### config.mk
export PLATFORM = sky130hd
export DESIGN_NAME = pipeline_hazard_controller
export DESIGN_NICKNAME = d
export VERILOG_FILES = /design/src/rtl/pipeline_control_pkg.sv /design/src/rtl/load_use_detector.sv /design/src/rtl/pipeline_hazard_controller.sv
export SDC_FILE = /design/constraint.sdc
export NUM_CORES = 1
export LEC_CHECK = 0
export ABC_AREA = 0
export CAP_MARGIN = 20
export CORE_MARGIN = 2
export CORE_UTILIZATION = 39
export DETAILED_ROUTE_END_ITERATION = 7
export HOLD_SLACK_MARGIN = 0.15
export MAX_ROUTING_LAYER = met4
export PLACE_DENSITY_LB_ADDON = 0.25
export REMOVE_ABC_BUFFERS = 1
export SYNTH_ARGS = -nofsm -noshare
export SYNTH_HDL_FRONTEND = slang
export SYNTH_SLANG_ARGS = --single-unit
### constraint.sdc
create_clock -name CLK -period 5.38 [get_ports CLK]
set_input_delay 1.345 -clock CLK [delete_from_list [all_inputs] [get_ports CLK]]
set_output_delay 1.345 -clock CLK [all_outputs]
set_load 0.005 [all_outputs]
### src/rtl/pipeline_control_pkg.sv
// Shared encodings for the pipeline hazard controller: FSM states, load-type
// "none" code, register x0 address and flush counter width.
package pipeline_control_pkg;

   typedef enum logic [1:0] {
      ST_RUN     = 2'd0,
      ST_FLUSH   = 2'd1,
      ST_DC_WAIT = 2'd2
   } hazard_state_t;

   localparam logic [2:0] LOAD_NONE = 3'b000;
   localparam logic [4:0] REG_X0    = 5'd0;
   localparam int unsigned FLUSH_CNT_W = 3;

endpackage

### src/rtl/load_use_detector.sv
// Pure comparator: flags an ID-stage operand that depends on a load still in EX.
// Writes to x0 never create a dependency.
module load_use_detector
   import pipeline_control_pkg::*;
(
   input  logic [4:0] rs1_address,
   input  logic [4:0] rs2_address,
   input  logic       rs1_used,
   input  logic       rs2_used,
   input  logic [4:0] rd_address,
   input  logic [2:0] load_type,
   output logic       hit
);

   logic rs1_match;
   logic rs2_match;

   assign rs1_match = rs1_used && (rs1_address == rd_address);
   assign rs2_match = rs2_used && (rs2_address == rd_address);
   assign hit = (load_type != LOAD_NONE) && (rd_address != REG_X0) && (rs1_match || rs2_match);

endmodule

### src/rtl/pipeline_hazard_controller.sv
// Stall/flush sequencer for the 5-stage pipeline. Optional perf counters are
// built when HAZARD_PERF_COUNTERS_EN is defined.
module pipeline_hazard_controller
   import pipeline_control_pkg::*;
#(
   parameter int unsigned FLUSH_CYCLES     = 2,
   parameter int unsigned PERF_COUNT_WIDTH = 32
) (
   input  logic       CLK,
   input  logic       RST,
   input  logic [4:0] RS1_ADDRESS_ID,
   input  logic [4:0] RS2_ADDRESS_ID,
   input  logic       RS1_USED_ID,
   input  logic       RS2_USED_ID,
   input  logic [4:0] RD_ADDRESS_EX,
   input  logic [2:0] DATA_CACHE_LOAD_EX,
   input  logic       BRANCH_TAKEN,
   input  logic       DATA_CACHE_ACCESS_MEM,
   input  logic       DATA_CACHE_READY,
   input  logic       INSTRUCTION_CACHE_READY,
   output logic       STALL_PROGRAM_COUNTER,
   output logic       STALL_INSTRUCTION_FETCH,
   output logic       STALL_DECODING,
   output logic       STALL_EXECUTION_STAGE,
   output logic       STALL_DATA_MEMORY,
   output logic       CLEAR_INSTRUCTION_FETCH,
   output logic       CLEAR_DECODING,
   output logic [1:0] HAZARD_STATE
`ifdef HAZARD_PERF_COUNTERS_EN
   ,
   output logic [PERF_COUNT_WIDTH-1:0] STALL_CYCLE_COUNT,
   output logic [PERF_COUNT_WIDTH-1:0] FLUSH_CYCLE_COUNT
`endif
);

   localparam logic [FLUSH_CNT_W-1:0] FLUSH_RELOAD = FLUSH_CNT_W'(FLUSH_CYCLES - 1);

   hazard_state_t          state;
   hazard_state_t          saved_state;
   hazard_state_t          eff_state;
   logic [FLUSH_CNT_W-1:0] flush_cnt;
   logic                   dc_miss;
   logic                   load_use;
   logic                   flush_clear;

   load_use_detector u_load_use (
      .rs1_address (RS1_ADDRESS_ID),
      .rs2_address (RS2_ADDRESS_ID),
      .rs1_used    (RS1_USED_ID),
      .rs2_used    (RS2_USED_ID),
      .rd_address  (RD_ADDRESS_EX),
      .load_type   (DATA_CACHE_LOAD_EX),
      .hit         (load_use)
   );

   assign dc_miss = DATA_CACHE_ACCESS_MEM && !DATA_CACHE_READY;
   // On the release cycle of a D-cache wait, hazards resolve against the interrupted state.
   assign eff_state = (state == ST_DC_WAIT) ? saved_state : state;
   assign HAZARD_STATE = state;

   always_comb begin
      STALL_PROGRAM_COUNTER   = 1'b0;
      STALL_INSTRUCTION_FETCH = 1'b0;
      STALL_DECODING          = 1'b0;
      STALL_EXECUTION_STAGE   = 1'b0;
      STALL_DATA_MEMORY       = 1'b0;
      CLEAR_INSTRUCTION_FETCH = 1'b0;
      CLEAR_DECODING          = 1'b0;
      flush_clear             = 1'b0;
      if (RST) begin
         CLEAR_INSTRUCTION_FETCH = 1'b1;
         CLEAR_DECODING          = 1'b1;
      end else if (dc_miss) begin
         STALL_PROGRAM_COUNTER   = 1'b1;
         STALL_INSTRUCTION_FETCH = 1'b1;
         STALL_DECODING          = 1'b1;
         STALL_EXECUTION_STAGE   = 1'b1;
         STALL_DATA_MEMORY       = 1'b1;
      end else if (BRANCH_TAKEN) begin
         CLEAR_INSTRUCTION_FETCH = 1'b1;
         CLEAR_DECODING          = 1'b1;
         flush_clear             = 1'b1;
      end else if (eff_state == ST_FLUSH) begin
         CLEAR_INSTRUCTION_FETCH = 1'b1;
         flush_clear             = 1'b1;
      end else begin
         if (load_use) begin
            STALL_PROGRAM_COUNTER   = 1'b1;
            STALL_INSTRUCTION_FETCH = 1'b1;
            CLEAR_DECODING          = 1'b1;
         end
         if (!INSTRUCTION_CACHE_READY) begin
            STALL_PROGRAM_COUNTER   = 1'b1;
            CLEAR_INSTRUCTION_FETCH = 1'b1;
         end
      end
   end

   always_ff @(posedge CLK or posedge RST) begin
      if (RST) begin
         state       <= ST_RUN;
         saved_state <= ST_RUN;
         flush_cnt   <= '0;
      end else if (dc_miss) begin
         // Counter stays frozen; only the first miss cycle captures the state.
         if (state != ST_DC_WAIT) saved_state <= state;
         state <= ST_DC_WAIT;
      end else if (BRANCH_TAKEN) begin
         flush_cnt <= FLUSH_RELOAD;
         state     <= (FLUSH_RELOAD != '0) ? ST_FLUSH : ST_RUN;
      end else if (eff_state == ST_FLUSH) begin
         flush_cnt <= flush_cnt - 1'b1;
         state     <= (flush_cnt <= FLUSH_CNT_W'(1)) ? ST_RUN : ST_FLUSH;
      end else begin
         state <= ST_RUN;
      end
   end

`ifdef HAZARD_PERF_COUNTERS_EN
   always_ff @(posedge CLK or posedge RST) begin
      if (RST) begin
         STALL_CYCLE_COUNT <= '0;
         FLUSH_CYCLE_COUNT <= '0;
      end else begin
         if (STALL_PROGRAM_COUNTER && (STALL_CYCLE_COUNT != '1))
            STALL_CYCLE_COUNT <= STALL_CYCLE_COUNT + 1'b1;
         if (flush_clear && (FLUSH_CYCLE_COUNT != '1))
            FLUSH_CYCLE_COUNT <= FLUSH_CYCLE_COUNT + 1'b1;
      end
   end
`else
   // Without the counters the flush-cause flag has no consumer.
   logic unused_flush_clear;
   assign unused_flush_clear = flush_clear;
`endif

endmodule

# --- Word-level counts from Yosys, hierarchy flattened ---
# Index checks and enable logic that the tools add are counted.
word_totals:
  reg_bits: 7
classes:
  addsub: 1
  magnitude_cmp: 1
  eq_ne: 5
  n_mux: 27
  bitwise_logic: 1
  reduce_logical: 12
op_table:
  columns: ["op", "count"]
  rows:
  - ["1-bit 2-to-1 mux", 23]
  - ["5-bit == test", 2]
  - ["3-bit 2-to-1 mux", 2]
  - ["1-bit logical AND", 5]
  - ["5-bit nonzero test", 1]
  - ["2-bit 2-to-1 mux", 2]
  - ["2-bit AND reduction", 2]
  - ["3-bit by 1-bit <= comparator with 1-bit output, second input constant", 1]
  - ["3-bit nonzero test", 1]
  - ["3-bit by 1-bit subtractor with 3-bit output, second input constant", 1]
  - ["2-bit by 1-bit == test with 1-bit output, second input constant", 1]
  - ["2-bit == test, second input constant", 1]
  - ["2-bit inequality test, second input constant", 1]
  - ["2-bit nonzero test", 1]
  - ["1-bit logical NOT", 1]
  - ["1-bit logical OR", 1]
  - ["1-bit NOT", 1]

# --- Depth between registers and ports, before layout ---
depth:
  ltp_word: 10
  ltp_mapped: 6
  ltp_nobuf: 5

# --- By module ---
# A second synthesis with hierarchy kept.
hier_totals:
  cells_unflattened: 65
  area_unflattened_um2: 626.9
modules_own_cells:
  columns: ["mod", "instances", "cells_each", "area_per_inst_um2", "seq_area_each_um2"]
  rows:
  - ["pipeline_hazard_controller", 1, 48, 495.5, 175.2]
  - ["load_use_detector", 1, 17, 131.4, 0.0]

# --- Worst setup path after synthesis ---
# Ideal clock, no wire load.
synth_path:
  kind: "input to output"
  from: "in RD_ADDRESS_EX[1]"
  to: "out STALL_INSTRUCTION_FETCH"
  t_arrival_ps: 2231
  required_ps: 4035
  setup_slack_ps: 1804
  cell_stages: 4
  cell_sequence: "or4_1 > o32ai_2 > nand3b_1 > o22ai_1"
synth_between:
  elab_chain_cells: 9
synth_rtl:
  columns: ["item", "line_no", "source"]
  rows:
  - ["start: declaration", "pipeline_hazard_controller.sv:15", "input logic [4:0] RD_ADDRESS_EX,"]
  - ["5-bit == test, on equally long branches", "load_use_detector.sv:18, load_use_detector.sv:19", null]
  - ["1-bit logical AND, on equally long branches", "load_use_detector.sv:18, load_use_detector.sv:19", null]
  - ["1-bit logical OR", "load_use_detector.sv:20", "assign hit = (load_type != LOAD_NONE) && (rd_address != REG_X0) && (rs1_match || rs2_match);"]
  - ["1-bit logical AND *", "load_use_detector.sv:20", null]
  - ["1-bit 2-to-1 mux *", "pipeline_hazard_controller.sv:87", "if (load_use) begin"]
  - ["1-bit 2-to-1 mux *", "pipeline_hazard_controller.sv:83", "end else if (eff_state == ST_FLUSH) begin"]
  - ["1-bit 2-to-1 mux *", "pipeline_hazard_controller.sv:79", "end else if (BRANCH_TAKEN) begin"]
  - ["1-bit 2-to-1 mux *", "pipeline_hazard_controller.sv:73", "end else if (dc_miss) begin"]
  - ["1-bit 2-to-1 mux *", "pipeline_hazard_controller.sv:70", "if (RST) begin"]
  - ["end: declaration", "pipeline_hazard_controller.sv:22", "output logic STALL_INSTRUCTION_FETCH,"]
# Mark *: on every way between the ends. The rest lies on a longest branch, timed or not.

# --- Worst setup path after layout ---
layout_path:
  from: "in DATA_CACHE_READY"
  to: "out CLEAR_DECODING"
layout_between:
  elab_chain_cells: 4
layout_rtl:
  columns: ["item", "line_no", "source"]
  rows:
  - ["start: declaration", "pipeline_hazard_controller.sv:19", "input logic DATA_CACHE_READY,"]
  - ["1-bit logical NOT", "pipeline_hazard_controller.sv:56", "assign dc_miss = DATA_CACHE_ACCESS_MEM && !DATA_CACHE_READY;"]
  - ["1-bit logical AND", "pipeline_hazard_controller.sv:56", null]
  - ["named net dc_miss", "pipeline_hazard_controller.sv:42", "logic dc_miss;"]
  - ["1-bit 2-to-1 mux", "pipeline_hazard_controller.sv:73", null]
  - ["1-bit 2-to-1 mux", "pipeline_hazard_controller.sv:70", null]
  - ["end: declaration", "pipeline_hazard_controller.sv:27", "output logic CLEAR_DECODING,"]
# The timed path passes the listed nets, and every way through them passes these cells.

==> results.yml <==
synth:
  synth-main-ff-cell: "dfrtp_1"
  syn_area_sq_um: 606
  ys_seq_elements: 7
  synth-edff-count: 0
  postSynthAreaPerCell_sq_um: 8.53
  synthArstFlopShare_pct: 100
  synth_top_cell_by_area: "dfrtp_1"
  yosys-top-cells-area: "dfrtp_1, xor2_1, nor2_1, a21oi_1, ha_1"
  yosysTopAreaCellShare_pct: 28.9
  synth.distinct_cells: 33
  ys_warn_count: 0
  ys_seq_area_share_pct: 28.9
  synthCells: 71
clocking:
  numCtsBuffers: 3
  cts_tree: "built"
  cts.htree.levels: 1
  clkTransAtPathRegs_ns: 0.05
  hold_buffers: 0
  cts.path.max_buffers: 2
  cts_resized: 0
  worstSkewPairLatency_ns: 0.25
  clock_tree.root_cell: "clkbuf_4"
  cts_sinks: 7
  post-cts-setup-buffers: 0
final_layout:
  n_antenna_cell: 0
  n_fill_cell: 130
  synthToLayoutAreaGrowth_pct: 59.9
  final_area_sq_um: 968
  drive_gt1_share_pct: 5.71
  nets: 134
die:
  die_x_um: 43.4
  dieArea_sq_um: 1880
  core_sq_um: 1490
  start_util_pct: 40.7
  die_y_um: 43.4
  io_pins: 35
  rows: 14
setup_path:
  crit_required_ns: 4.03
  path_max_fanout: 10
  critPathLaunchType: "primary input"
  cp_data_arrival_time_ns: 3.37
  worst_setup_path_end_kind: "primary output"
  criticalPathCategory: "primary input to primary output"
  ff2ff_setup_slack_ns: 3.97
job:
  drv_cap: 0
placed_design:
  port-buffer-count: 34
  place.gp.congestion: 0.782
  dpl_cell_area_sq_um: 942
  dp_hpwl_um: 1320
drt:
  first_iter_violations: 5
  final_antenna_net_count: 0
  totalWireLength_um: 1570
  vias_per_cell: 5.28
  routedWlPerCell_um: 13.0
  num_vias: 639
  first_pass_iters: 2
  drc_errors: 0
sta:
  fmax_mhz: 212
  rsz0062_at_grt: "no"
  final-setup-viol-count: 0
  timing.setup.tns_ns: 0
  fin_crit_ns: 4.71
  final.period_utilization_pct: 87.6
  tightest_slew_ns: 0.389
  finalClockSkew_ns: 0.00361
  slew_violations: 0
  hold_viol: 0
  slew_headroom_pct: 73.7
global_routing:
  grt_usage_pct: 19.7
  grt_pass1_vias: 646
  overflow: 0
  grt_pass1_wl_um: 2700
  grt_max_degree: 11
  grt_antenna_before_repair: 0
power:
  p_leak_uw: 0.000386
  pwr_density_cell_nw_per_um2: 185
  irDropWorstVdd_mv: 0.0765
outcome:
  status: "completed"
min_path:
  hold_class: "register to register"
[per-layer routing]
layer / vias to the layer above / GRT usage (%) / part of all wire (%)
met5: - / - / 0
met4: 0 / 7.27 / 0
li1: 318 / - / -
met3: 0 / 4.17 / 6.4
met2: 23 / 35.2 / 51
met1: 298 / 21.1 / 43
[final timing paths]
check	endpoint	cells after the start	start
setup / recovery	CLEAR_DECODING	5	DATA_CACHE_READY
hold / removal	saved_state[1]	2	saved_state[1]
setup reg to reg	flush_cnt[2]	4	HAZARD_STATE[0]
hold reg to reg	saved_state[1]	2	saved_state[1]
max in group asynchronous	flush_cnt[1]	2	RST
min in group asynchronous	HAZARD_STATE[0]	2	RST
[final cells by class]
| cell class | instances | area [sq um] | area share, % |
|---|---|---|---|
| repair buffers | 34 | 340 | 35.1 |
| clock buffers | 4 | 26.3 | 2.71 |
| inverters | 4 | 15.0 | 1.55 |
| well taps | 16 | 20.0 | 2.07 |
| multi-input cells | 56 | 392 | 40.4 |
| flip-flops and latches | 7 | 175 | 18.1 |
[worst max-delay path: stages]
cell,delay [ns]
clkdlybuf4s50_1,0.45
nand2b_1,0.30
clkinv_1,0.32
o41ai_2,0.41
clkdlybuf4s50_1,0.55
[flip-flops by register name, indices dropped and copies added (netlist names)]
register      flops
HAZARD_STATE      2
flush_cnt         3
saved_state       2
[logic make-up (layout without fill, tap and decap cells)]
kind of cell               count (synthesis)  count (layout)  synth area share (%)
xor gates and xnor gates                  10              10                  14.5
DFF                                        7               7                  28.9
AOI/OAI and AO/OA                         19              19                  22.7
and+or+nand+nor                           25              25                  23.3
buffers and inverters                      8              42                  6.40
adders and majority gates                  2               2                  4.13
[synth_stat cells, types with 2 or more instances]
cell type  count
nor2_1         7
inv_1          3
nand2b_1       2
nand2_1        4
nor3_1         4
xnor2_1        2
dfrtp_1        7
buf_4          2
xor2_1         8
o22ai_1        2
ha_1           2
a21oi_1        5
o21ai_0        3
[per-stage QoR]
stage | utilization, % | cells | hold WS [ns] | total power [uW] | setup WS (ns)
after floorplan | - | 67 | 0.477 | 97.3 | 1.80
after global placement | 63.3 | 117 | 0.522 | 133 | 0.697
after detailed placement | 63.3 | 117 | 0.521 | 134 | 0.653
after CTS | 65.0 | 121 | 0.535 | 183 | 0.633
after global routing | 65.0 | 121 | 0.555 | 195 | 0.494
final | 65.0 | 121 | 0.529 | 179 | 0.667
[layout by cell type, fill, tap and decap left out, types with 2 or more instances in the layout]
master	instances
clkdlybuf4s50_1	34
xor2_1	8
dfrtp_1	7
nor2_1	7
a21oi_1	5
nor3_1	4
nand2_1	4
o21ai_0	3
inv_1	3
clkbuf_4	3
nand2b_1	2
xnor2_1	2
o22ai_1	2
ha_1	2
[power by group]
| group | switching, uW | leakage (uW) | internal [uW] |
|---|---|---|---|
| logic | 28.1 | 0.000284 | 39.8 |
| clock network | 18.0 | 0.0000150 | 28.2 |
| registers | 6.19 | 0.0000874 | 59.3 |
| total | 52.2 | 0.000386 | 127 |
Power figures use the tool's default switching activity.
